File: config.mk
export PLATFORM = sky130hd
export DESIGN_NAME = machine_sequencer_flat
export DESIGN_NICKNAME = d
export VERILOG_FILES = /design/src/rtl/machine_sequencer_if.sv /design/src/rtl/machine_sequencer.sv /design/src/flat_wrapper.sv
export SDC_FILE = /design/constraint.sdc
export NUM_CORES = 1
export LEC_CHECK = 0
export ABC_AREA = 1
export CAP_MARGIN = 20
export CORE_MARGIN = 5
export CORE_UTILIZATION = 38
export DETAILED_ROUTE_END_ITERATION = 6
export PLACE_DENSITY = 0.66
export SETUP_SLACK_MARGIN = 0.02
export SYNTH_ARGS = -nofsm -noshare
export SYNTH_HDL_FRONTEND = slang
export SYNTH_SLANG_ARGS = --single-unit
File: constraint.sdc
create_clock -name clk -period 4.4 [get_ports clk]
set_input_delay 1.1 -clock clk [delete_from_list [all_inputs] [get_ports clk]]
set_output_delay 1.1 -clock clk [all_outputs]
set_load 0.005 [all_outputs]
File: src/rtl/machine_sequencer_if.sv
// rtl/machine_sequencer_if.sv - byte-wide host command stream for the SAP sequencer
//
// Signals:
//   in_data   command or program byte from the host
//   in_valid  in_data holds a byte
//   in_ready  sequencer accepts the byte on a cycle with in_valid & in_ready
// Modports:
//   master  host side (drives in_data/in_valid)
//   slave   sequencer side (drives in_ready)
interface machine_sequencer_if;
  logic [7:0] in_data;
  logic       in_valid;
  logic       in_ready;

  modport master (output in_data, output in_valid, input in_ready);
  modport slave  (input in_data, input in_valid, output in_ready);
endinterface

File: src/rtl/machine_sequencer.sv
// rtl/machine_sequencer.sv - host-side load/run/step/reset sequencer for the SAP machine
//
// Ports:
//   clk                rising-edge clock
//   reset_n            asynchronous active-low reset
//   cmd                command stream (slave side of machine_sequencer_if)
//   halted             machine halted flag, combinational from the micro word
//   mach_clk_en        machine clock enable
//   mach_reset         machine synchronous reset, active-high
//   ctl_override       masks the micro-decoded bus strobes while loading
//   ext_en / ext_value external bus drive and the byte placed on the bus
//   ctl_write_mem_adr  forced memory address register write
//   ctl_write_mem      forced memory data write
//   state              FSM state encoding
//   cycle_count        saturating count of machine cycles since last RESET/LOAD
module machine_sequencer #(
  parameter int MEM_DEPTH = 16,
  parameter int ADDR_W    = 4,
  parameter int CNT_W     = 16
) (
  input  logic                 clk,
  input  logic                 reset_n,
  machine_sequencer_if.slave   cmd,
  input  logic                 halted,
  output logic                 mach_clk_en,
  output logic                 mach_reset,
  output logic                 ctl_override,
  output logic                 ext_en,
  output logic [7:0]           ext_value,
  output logic                 ctl_write_mem_adr,
  output logic                 ctl_write_mem,
  output logic [2:0]           state,
  output logic [CNT_W-1:0]     cycle_count
);

  typedef enum logic [2:0] {
    S_IDLE      = 3'd0,
    S_LOAD_WAIT = 3'd1,
    S_LOAD_ADR  = 3'd2,
    S_LOAD_DAT  = 3'd3,
    S_RUN       = 3'd4,
    S_STEP      = 3'd5,
    S_MRESET    = 3'd6
  } state_t;

  localparam logic [7:0] CMD_LOAD  = 8'h01;
  localparam logic [7:0] CMD_RUN   = 8'h02;
  localparam logic [7:0] CMD_STEP  = 8'h03;
  localparam logic [7:0] CMD_RESET = 8'h04;
  localparam logic [7:0] CMD_STOP  = 8'h05;

  localparam logic [ADDR_W-1:0] LAST_ADDR = ADDR_W'(MEM_DEPTH - 1);

  state_t            state_q, state_d;
  logic [ADDR_W-1:0] addr_q, addr_d;
  logic [7:0]        data_q, data_d;
  logic [CNT_W-1:0]  count_q, count_d;

  logic              in_ready_q;
  logic              clk_en_q;
  logic              mach_reset_q;
  logic              override_q;
  logic              ext_en_q;
  logic              wr_adr_q;
  logic              wr_mem_q;
  logic [7:0]        ext_value_q;

  logic              hs;
  logic              free_run;
  logic              counting;

  assign hs = cmd.in_valid & in_ready_q;

  // In RUN and STEP the enable must drop in the very cycle halted rises, so
  // it bypasses the output register; every other enable source is registered.
  assign free_run    = (state_q == S_RUN) || (state_q == S_STEP);
  assign mach_clk_en = clk_en_q | (free_run & ~halted);

  assign counting = mach_clk_en & ~override_q & ~mach_reset_q;

  always_comb begin
    state_d = state_q;
    addr_d  = addr_q;
    data_d  = data_q;
    count_d = count_q;

    if (counting && (count_q != '1)) begin
      count_d = count_q + CNT_W'(1);
    end

    case (state_q)
      S_IDLE: begin
        if (hs) begin
          case (cmd.in_data)
            CMD_LOAD: begin
              state_d = S_LOAD_WAIT;
              addr_d  = '0;
              count_d = '0;
            end
            CMD_RUN:   state_d = S_RUN;
            CMD_STEP:  state_d = S_STEP;
            CMD_RESET: state_d = S_MRESET;
            default:   state_d = S_IDLE;
          endcase
        end
      end

      // Every byte here is program data, even ones that look like commands.
      S_LOAD_WAIT: begin
        if (hs) begin
          data_d  = cmd.in_data;
          state_d = S_LOAD_ADR;
        end
      end

      S_LOAD_ADR: state_d = S_LOAD_DAT;

      S_LOAD_DAT: begin
        if (addr_q == LAST_ADDR) begin
          addr_d  = '0;
          state_d = S_MRESET;
        end else begin
          addr_d  = addr_q + ADDR_W'(1);
          state_d = S_LOAD_WAIT;
        end
      end

      // A STOP/RESET handshake wins over a simultaneous halt.
      S_RUN: begin
        if (hs && (cmd.in_data == CMD_STOP)) begin
          state_d = S_IDLE;
        end else if (hs && (cmd.in_data == CMD_RESET)) begin
          state_d = S_MRESET;
        end else if (halted) begin
          state_d = S_IDLE;
        end
      end

      S_STEP: state_d = S_IDLE;

      S_MRESET: begin
        count_d = '0;
        state_d = S_IDLE;
      end

      default: state_d = S_IDLE;
    endcase
  end

  // State, datapath and registered outputs; outputs are decoded from the
  // next state so they are valid for the whole cycle the state is held.
  always_ff @(posedge clk or negedge reset_n) begin
    if (!reset_n) begin
      state_q      <= S_IDLE;
      addr_q       <= '0;
      data_q       <= '0;
      count_q      <= '0;
      in_ready_q   <= 1'b1;
      clk_en_q     <= 1'b0;
      mach_reset_q <= 1'b0;
      override_q   <= 1'b0;
      ext_en_q     <= 1'b0;
      wr_adr_q     <= 1'b0;
      wr_mem_q     <= 1'b0;
      ext_value_q  <= '0;
    end else begin
      state_q      <= state_d;
      addr_q       <= addr_d;
      data_q       <= data_d;
      count_q      <= count_d;
      in_ready_q   <= (state_d == S_IDLE) || (state_d == S_LOAD_WAIT) || (state_d == S_RUN);
      clk_en_q     <= (state_d == S_LOAD_ADR) || (state_d == S_LOAD_DAT) || (state_d == S_MRESET);
      mach_reset_q <= (state_d == S_MRESET);
      override_q   <= (state_d == S_LOAD_ADR) || (state_d == S_LOAD_DAT);
      ext_en_q     <= (state_d == S_LOAD_ADR) || (state_d == S_LOAD_DAT);
      wr_adr_q     <= (state_d == S_LOAD_ADR);
      wr_mem_q     <= (state_d == S_LOAD_DAT);
      if (state_d == S_LOAD_ADR) begin
        ext_value_q <= 8'(addr_d);
      end else if (state_d == S_LOAD_DAT) begin
        ext_value_q <= data_d;
      end else begin
        ext_value_q <= '0;
      end
    end
  end

  assign cmd.in_ready       = in_ready_q;
  assign mach_reset         = mach_reset_q;
  assign ctl_override       = override_q;
  assign ext_en             = ext_en_q;
  assign ext_value          = ext_value_q;
  assign ctl_write_mem_adr  = wr_adr_q;
  assign ctl_write_mem      = wr_mem_q;
  assign state              = state_q;
  assign cycle_count        = count_q;

endmodule

File: src/flat_wrapper.sv
// flat-port wrapper written by rule: the top's interface ports become plain ports
module machine_sequencer_flat 
#(
  parameter int MEM_DEPTH = 16,
  parameter int ADDR_W    = 4,
  parameter int CNT_W     = 16
)
  (clk, reset_n, halted, mach_clk_en, mach_reset, ctl_override, ext_en, ext_value, ctl_write_mem_adr, ctl_write_mem, state, cycle_count, cmd_in_data, cmd_in_valid, cmd_in_ready);
  machine_sequencer_if cmd_i ();
  input  logic clk;
  input  logic reset_n;
  input  logic halted;
  output logic mach_clk_en;
  output logic mach_reset;
  output logic ctl_override;
  output logic ext_en;
  output logic [7:0] ext_value;
  output logic ctl_write_mem_adr;
  output logic ctl_write_mem;
  output logic [2:0] state;
  output logic [CNT_W-1:0] cycle_count;
  input wire logic [$bits(cmd_i.in_data)-1:0] cmd_in_data;
  input wire logic [$bits(cmd_i.in_valid)-1:0] cmd_in_valid;
  output wire logic [$bits(cmd_i.in_ready)-1:0] cmd_in_ready;
  assign cmd_i.in_data = cmd_in_data;
  assign cmd_i.in_valid = cmd_in_valid;
  assign cmd_in_ready = cmd_i.in_ready;
  machine_sequencer #(.MEM_DEPTH(MEM_DEPTH), .ADDR_W(ADDR_W), .CNT_W(CNT_W)) u_core (.clk(clk), .reset_n(reset_n), .cmd(cmd_i), .halted(halted), .mach_clk_en(mach_clk_en), .mach_reset(mach_reset), .ctl_override(ctl_override), .ext_en(ext_en), .ext_value(ext_value), .ctl_write_mem_adr(ctl_write_mem_adr), .ctl_write_mem(ctl_write_mem), .state(state), .cycle_count(cycle_count));
endmodule
==> metrics.yaml, run 1 <==
status: "finished, final reports clean"
p_switching_mw: 0.675
design.core.area_sq_um: 6310
vias_per_cell: 4.71
cap_viol_max_count: 0
internal-power_mw: 1.08
clock-sinks: 45
ys_seq_area_share_pct: 46.0
crit_fanout: 2
place.port_buffers: 45
fin_worst_skew_ns: 0.00874
ctsHoldBuffers: 0
path_class: "in2out"
cp-startpoint: "halted"
ios: 46
synth_nets: 334
wl_per_cell_um: 12.3
slew_headroom_pct: 42.2
power.leakage_nw: 1.45
drt_first_pass_iters: 5
p_seq_share_pct: 38.2
num-fill-cells: 624
dp_hpwl_um: 4050
syn_area_sq_um: 2450
final_cell_mix: "nand2_1, nor2_1, inv_1, clkdlybuf4s50_1, dfrtp_1"
p_total_mw: 1.76
drv_slew: 0
ys_seq_elements: 45
finalWorstSetupSlack_ns: 1.01
fp.dieH_um: 90.3
die_area_sq_um: 8150
comb_power_share_pct: 44.4
n_antenna_cell: 0
dr_total_vias: 2090
cts_made_buffers: 5
post-route-min-period_ns: 3.39
hold_viol: 0
multi_input_area_sq_um: 1090
worstHoldStart: "u_core.data_q[2]"
ys_types: 29
grt_first_pass_wirelength_um: 9350
ys_warn_count: 0
synth_cells: 320
path_clk_slew_ns: 0.08
max_freq_ghz: 0.295
syn2layout_area_growth_pct: 25.1
switching_share_pct: 38.4
gp_congestion: 0.894
layout_commonest_cell: "nand2_1"
grt_use_total_pct: 13.7
h-tree-depth: 2
powerDensity_nw_per_um2: 574
clock-root-buffer: "clkbuf_8"
start_util_pct: 38.8
antenna_found_initial: 0
rsz0062_at_grt: "false"
worst_slew_pin_slew_ns: 0.863
die_x_um: 90.3
fp-row-count: 29
holdWs_ns: 0.528
cp-start-kind: "input pin"
crit_arrival_ns: 2.29
drcViolationCount: 0
clock_path_buffers: 2
syn_area_per_cell_sq_um: 7.66
fin_util_pct: 48.6
cts_resized: 0
fin_crit_sh_pct: 77.0
drt_iter0_drc: 76
rr_startpoint: "u_core.cmd.in_ready"
clock_latency_ns: 0.30
r2r_cells: 7
endpoint_kind: "output pin"
hold_class: "reg2reg"
cts_setup_buffers: 0
grt_max_degree: 46
tns_ns: 0
grt.overflow.total: 0
drive_gt1_share_pct: 11.7
place_ws_ns: 1.01
finalSetupViolCount: 0
fin_nets: 381
grt_pass1_vias: 2064
peakVddDrop_uv: 266
hold_path_depth: 2
clkPwrFrac_pct: 17.4
ant_nets: 0
cts_tree: "built"
drt_wl_total_um: 5450
worstPathRequired_ns: 3.30
seqCellArea_sq_um: 1130
==> per-stage QoR <==
stage / cell area [sq um] / cells
floorplan: 2450 / 320
global placement: 2940 / 436
detailed placement: 2940 / 436
CTS: 3050 / 443
global route: 3070 / 444
finish: 3070 / 444
==> worst max-delay path: stages <==
cell	delay [ns]
clkdlybuf4s50_1	0.42
inv_1	0.09
nand3_2	0.10
nand2_2	0.09
clkdlybuf4s50_1	0.50
==> flip-flops by register name, indices dropped and copies added (netlist names) <==
| signal | count |
|---|---|
| u_core.cmd.in_ready | 1 |
| u_core.data_q | 8 |
| u_core.clk_en_q | 1 |
| u_core.state | 3 |
| u_core.cycle_count | 16 |
| u_core.ctl_write_mem | 1 |
| u_core.mach_reset | 1 |
| u_core.ext_value | 8 |
| u_core.ctl_write_mem_adr | 1 |
| u_core.ctl_override | 1 |
| u_core.addr_q | 4 |
==> power groups by stage <==
stage          registers (mW)  clock network, mW  logic (mW)
6_report                0.672              0.305       0.781
5_1_grt                 0.692              0.331       0.889
3_5_place_dp            0.680                  0       0.789
3_3_place_gp            0.675                  0       0.775
2_1_floorplan           0.664                  0       0.506
4_1_cts                 0.672              0.314       0.794
==> area by class of cell <==
cell class	count	area share (%)
timing repair buffer	46	15.2
inverter	49	6.00
clock inverter	2	1.14
multi-input combinational	220	35.5
tap	77	3.14
clock buffer	5	2.24
sequential	45	36.8
==> cells in the mapped netlist <==
master     n  share of area (%)
a21oi_2    9                3.2
nand2_1   84                 13
or2_2      1               0.26
ha_1       2                1.0
nand3_2    2               0.82
nor2_2     4                1.0
o21ai_1    6                1.2
dfrtp_1   44                 45
nor2_4     3                1.4
buf_4      3               0.92
nor3_1     2               0.41
o22ai_1    1               0.26
inv_1     47                7.2
inv_2      2               0.31
buf_6      2               0.92
a211oi_2   1               0.51
dfstp_2    1                1.1
a21oi_1   12                2.5
nand2_2    4                1.0
xor2_1     3                1.1
nand3_1   19                3.9
o21ai_0    7                1.4
nand4_1    3               0.77
nor3_2     6                2.5
or2_0      1               0.26
buf_2      1               0.20
nand3b_1   1               0.31
nor2_1    48                7.4
a21boi_2   1               0.46
==> metal layers <==
metal  global-route usage [%]  wire length, um  vias to the layer above
met5                        0                0                        -
li1                         -                -                     1083
met2                     23.4             2650                       47
met1                     17.2             2470                      955
met4                     3.85               48                        0
met3                     3.50              280                        5
==> cell families (layout without fill, tap and decap cells) <==
| family | count (synthesis) | after routing | synth area share [%] |
|---|---|---|---|
| flip-flops | 45 | 45 | 46.0 |
| adder cells (fa/ha/maj) | 2 | 2 | 1.02 |
| AO/OA/AOI/OAI | 37 | 37 | 9.55 |
| buffers and inverters | 55 | 102 | 9.55 |
| XOR/XNOR | 3 | 3 | 1.07 |
| AND/OR/NAND/NOR | 178 | 178 | 32.8 |
==> path summary, 6_finish.rpt <==
check,end,slack [ns]
max,mach_clk_en,1.01
min,u_core.data_q[2],0.53
max reg2reg,u_core.cycle_count[9],2.44
min reg2reg,u_core.data_q[2],0.53
max in group asynchronous,u_core.cmd.in_ready,3.21
min in group asynchronous,u_core.cycle_count[7],0.65
No activity file was read; power rests on OpenSTA's default activity.
==> run 2, diff against run 1 <==
--- a/config.mk
+++ b/config.mk
@@ -10,7 +10,7 @@
 export CORE_MARGIN = 5
 export CORE_UTILIZATION = 38
 export DETAILED_ROUTE_END_ITERATION = 6
-export PLACE_DENSITY = 0.66
+export PLACE_DENSITY = 0.69
 export SETUP_SLACK_MARGIN = 0.02
 export SYNTH_ARGS = -nofsm -noshare
 export SYNTH_HDL_FRONTEND = slang
==> constraint.sdc (replaced) <==
create_clock -name clk -period 2.9 [get_ports clk]
set_input_delay 0.725 -clock clk [delete_from_list [all_inputs] [get_ports clk]]
set_output_delay 0.725 -clock clk [all_outputs]
set_load 0.005 [all_outputs]
==> run 2 against run 1 <==
Compared with the run above:
- die area unchanged
- clock power up 84%
- via count up 1.8%
- non-clock buffer count up 1
- sequential power up 52%
- total power up 58%
- critical path depth unchanged
- count of clock-buffer cells in the layout unchanged
- core utilization up 0.40 points
- cell count up 0.45%
- largest power group unchanged
==> metrics.yaml, run 2 (same netlist as run 1, synthesis figures left out) <==
h-tree-depth: 2  # unchanged
worst_slew_pin_slew_ns: 0.571  # was 0.863 ns
worstPathCellList: "clkdlybuf4s50_1 -> inv_1 -> nand3_2 -> nand2_2 -> clkdlybuf4s50_1"  # unchanged
clock_path_buffers: 2  # unchanged
rsz0062_at_grt: "false"  # unchanged
peakVddDrop_uv: 447  # was 266 uV
fp.dieH_um: 90.3  # unchanged
largest_reg_flops: 16  # unchanged
cpMaxStageDelayCell: "clkdlybuf4s50_1"  # unchanged
tns_ns: 0  # unchanged
crit_arrival_ns: 1.90  # was 2.29 ns
start_util_pct: 38.8  # unchanged
die_x_um: 90.3  # unchanged
crit_fanout: 2  # unchanged
holdWs_ns: 0.348  # was 0.528 ns
path_class: "in2out"  # unchanged
drive_gt1_share_pct: 12.2  # was 11.7%
rrSetupSlack_ns: 0.99  # was 2.44 ns
status: "finished, final reports clean"  # unchanged
die_area_sq_um: 8150  # unchanged
place.port_buffers: 45  # unchanged
slew_headroom_pct: 61.9  # was 42.2%
drt_first_pass_iters: 4  # was 5
drt_iter0_drc: 59  # was 76
clock_latency_ns: 0.30  # about the same
ctsHoldBuffers: 0  # unchanged
cap_viol_max_count: 0  # unchanged
design.core.area_sq_um: 6310  # unchanged
gp_congestion: 0.842  # was 0.894
cp_slowest_stage_delay_ns: 0.49  # was 0.50 ns
critPathBufInv: 3  # unchanged
ant_nets: 0  # unchanged
path_common_cell: "clkdlybuf4s50_1"  # unchanged
clock-sinks: 45  # unchanged
worstPathRequired_ns: 2.17  # was 3.30 ns
grt_first_pass_wirelength_um: 9430  # was 9350 um
crit_family: "buffers and inverters"  # unchanged
endpoint_kind: "output pin"  # unchanged
n_antenna_cell: 0  # unchanged
cts_resized: 0  # unchanged
antenna_found_initial: 0  # unchanged
cts_made_buffers: 5  # unchanged
drcViolationCount: 0  # unchanged
finalSetupViolCount: 0  # unchanged
ios: 46  # unchanged
cts_setup_buffers: 0  # unchanged
stdcell_count: 446  # was 444
cts_tree: "built"  # unchanged
path_clk_slew_ns: 0.09  # was 0.08 ns
layout_commonest_cell: "nand2_1"  # unchanged
seqCellArea_sq_um: 1130  # unchanged
path_depth: 5  # unchanged
fin_nets: 382  # was 381
grt_use_total_pct: 13.8  # was 13.7%
num-fill-cells: 640  # was 624
grt.overflow.total: 0  # unchanged
drt_wl_total_um: 5460  # was 5450 um
grt_pass1_vias: 2108  # was 2,064
final_cell_mix: "nand2_1, nor2_1, inv_1, clkdlybuf4s50_1, dfrtp_1"  # unchanged
fin_crit_sh_pct: 90.5
syn2layout_area_growth_pct: 26.1  # was 25.1%
power.leakage_nw: 1.46  # was 1.45 nW
vias_per_cell: 4.77  # was 4.71
place_ws_ns: 0.262  # was 1.01 ns
drv_slew: 0  # unchanged
clock-root-buffer: "clkbuf_8"  # unchanged
hold_class: "in2async"  # was reg2reg
wl_per_cell_um: 12.2  # was 12.3 um
hold_viol: 0  # unchanged
r2r_cells: 7  # unchanged
cp-start-kind: "input pin"  # unchanged
p_total_mw: 2.78  # was 1.76 mW
post-route-min-period_ns: 2.63
fp-row-count: 29  # unchanged
place_inst: 438  # was 436
grt_max_degree: 28  # was 46
dp_hpwl_um: 4210  # was 4050 um
finalWorstSetupSlack_ns: 0.274  # was 1.01 ns
multi_input_area_sq_um: 1090  # unchanged
fin_worst_skew_ns: 0.00982  # was 0.00874 ns
dr_total_vias: 2128  # was 2,090
max_freq_ghz: 0.381
powerDensity_nw_per_um2: 898  # was 574 nW/um^2
-- run 2: cell count changes in the layout (fill, tap and decap cells not counted), sizes merged --
cell / delta
bufinv: +1
buf: +1
-- run 2: layer usage --
metal | vias to the layer above | global-route usage (%) | wire length, um
met3 | 9 | 3.08 | 208
met5 | - | 0 | 0
met4 | 0 | 4.34 | 106
li1 | 1088 | - | -
met2 | 37 | 23.5 | 2630
met1 | 994 | 17.4 | 2510
-- run 2: power breakdown --
group          switching (mW)  leakage [nW]  internal [mW]
clock                   0.218        0.0681          0.342
combinational           0.647         0.817          0.549
sequential              0.169         0.577          0.851
total                    1.03          1.46           1.74
-- run 2: area by class of cell --
type,count,area share (%)
Sequential cell,45,36.5
Timing Repair Buffer,47,14.9
Clock buffer,5,2.23
Clock inverter,3,2.11
Tap cell,77,3.12
Multi-Input combinational cell,220,35.2
Inverter,49,5.95
-- run 2: per-stage QoR --
stage | cell area, sq um | utilization [%]
3_3_place_gp | 2960 | 46.8
6_report | 3090 | 48.9
2_1_floorplan | 2450 | -
5_1_grt | 3090 | 48.9
4_1_cts | 3090 | 48.9
3_5_place_dp | 2960 | 46.8
-- run 2: worst paths after layout --
check	from	endpoint
setup / recovery	halted	mach_clk_en
hold / removal	reset_n	u_core.cycle_count[7]
setup reg to reg	u_core.cmd.in_ready	u_core.cycle_count[15]
hold reg to reg	u_core.data_q[4]	u_core.data_q[4]
max in group asynchronous	reset_n	u_core.cmd.in_ready
min in group clk	u_core.data_q[4]	u_core.data_q[4]
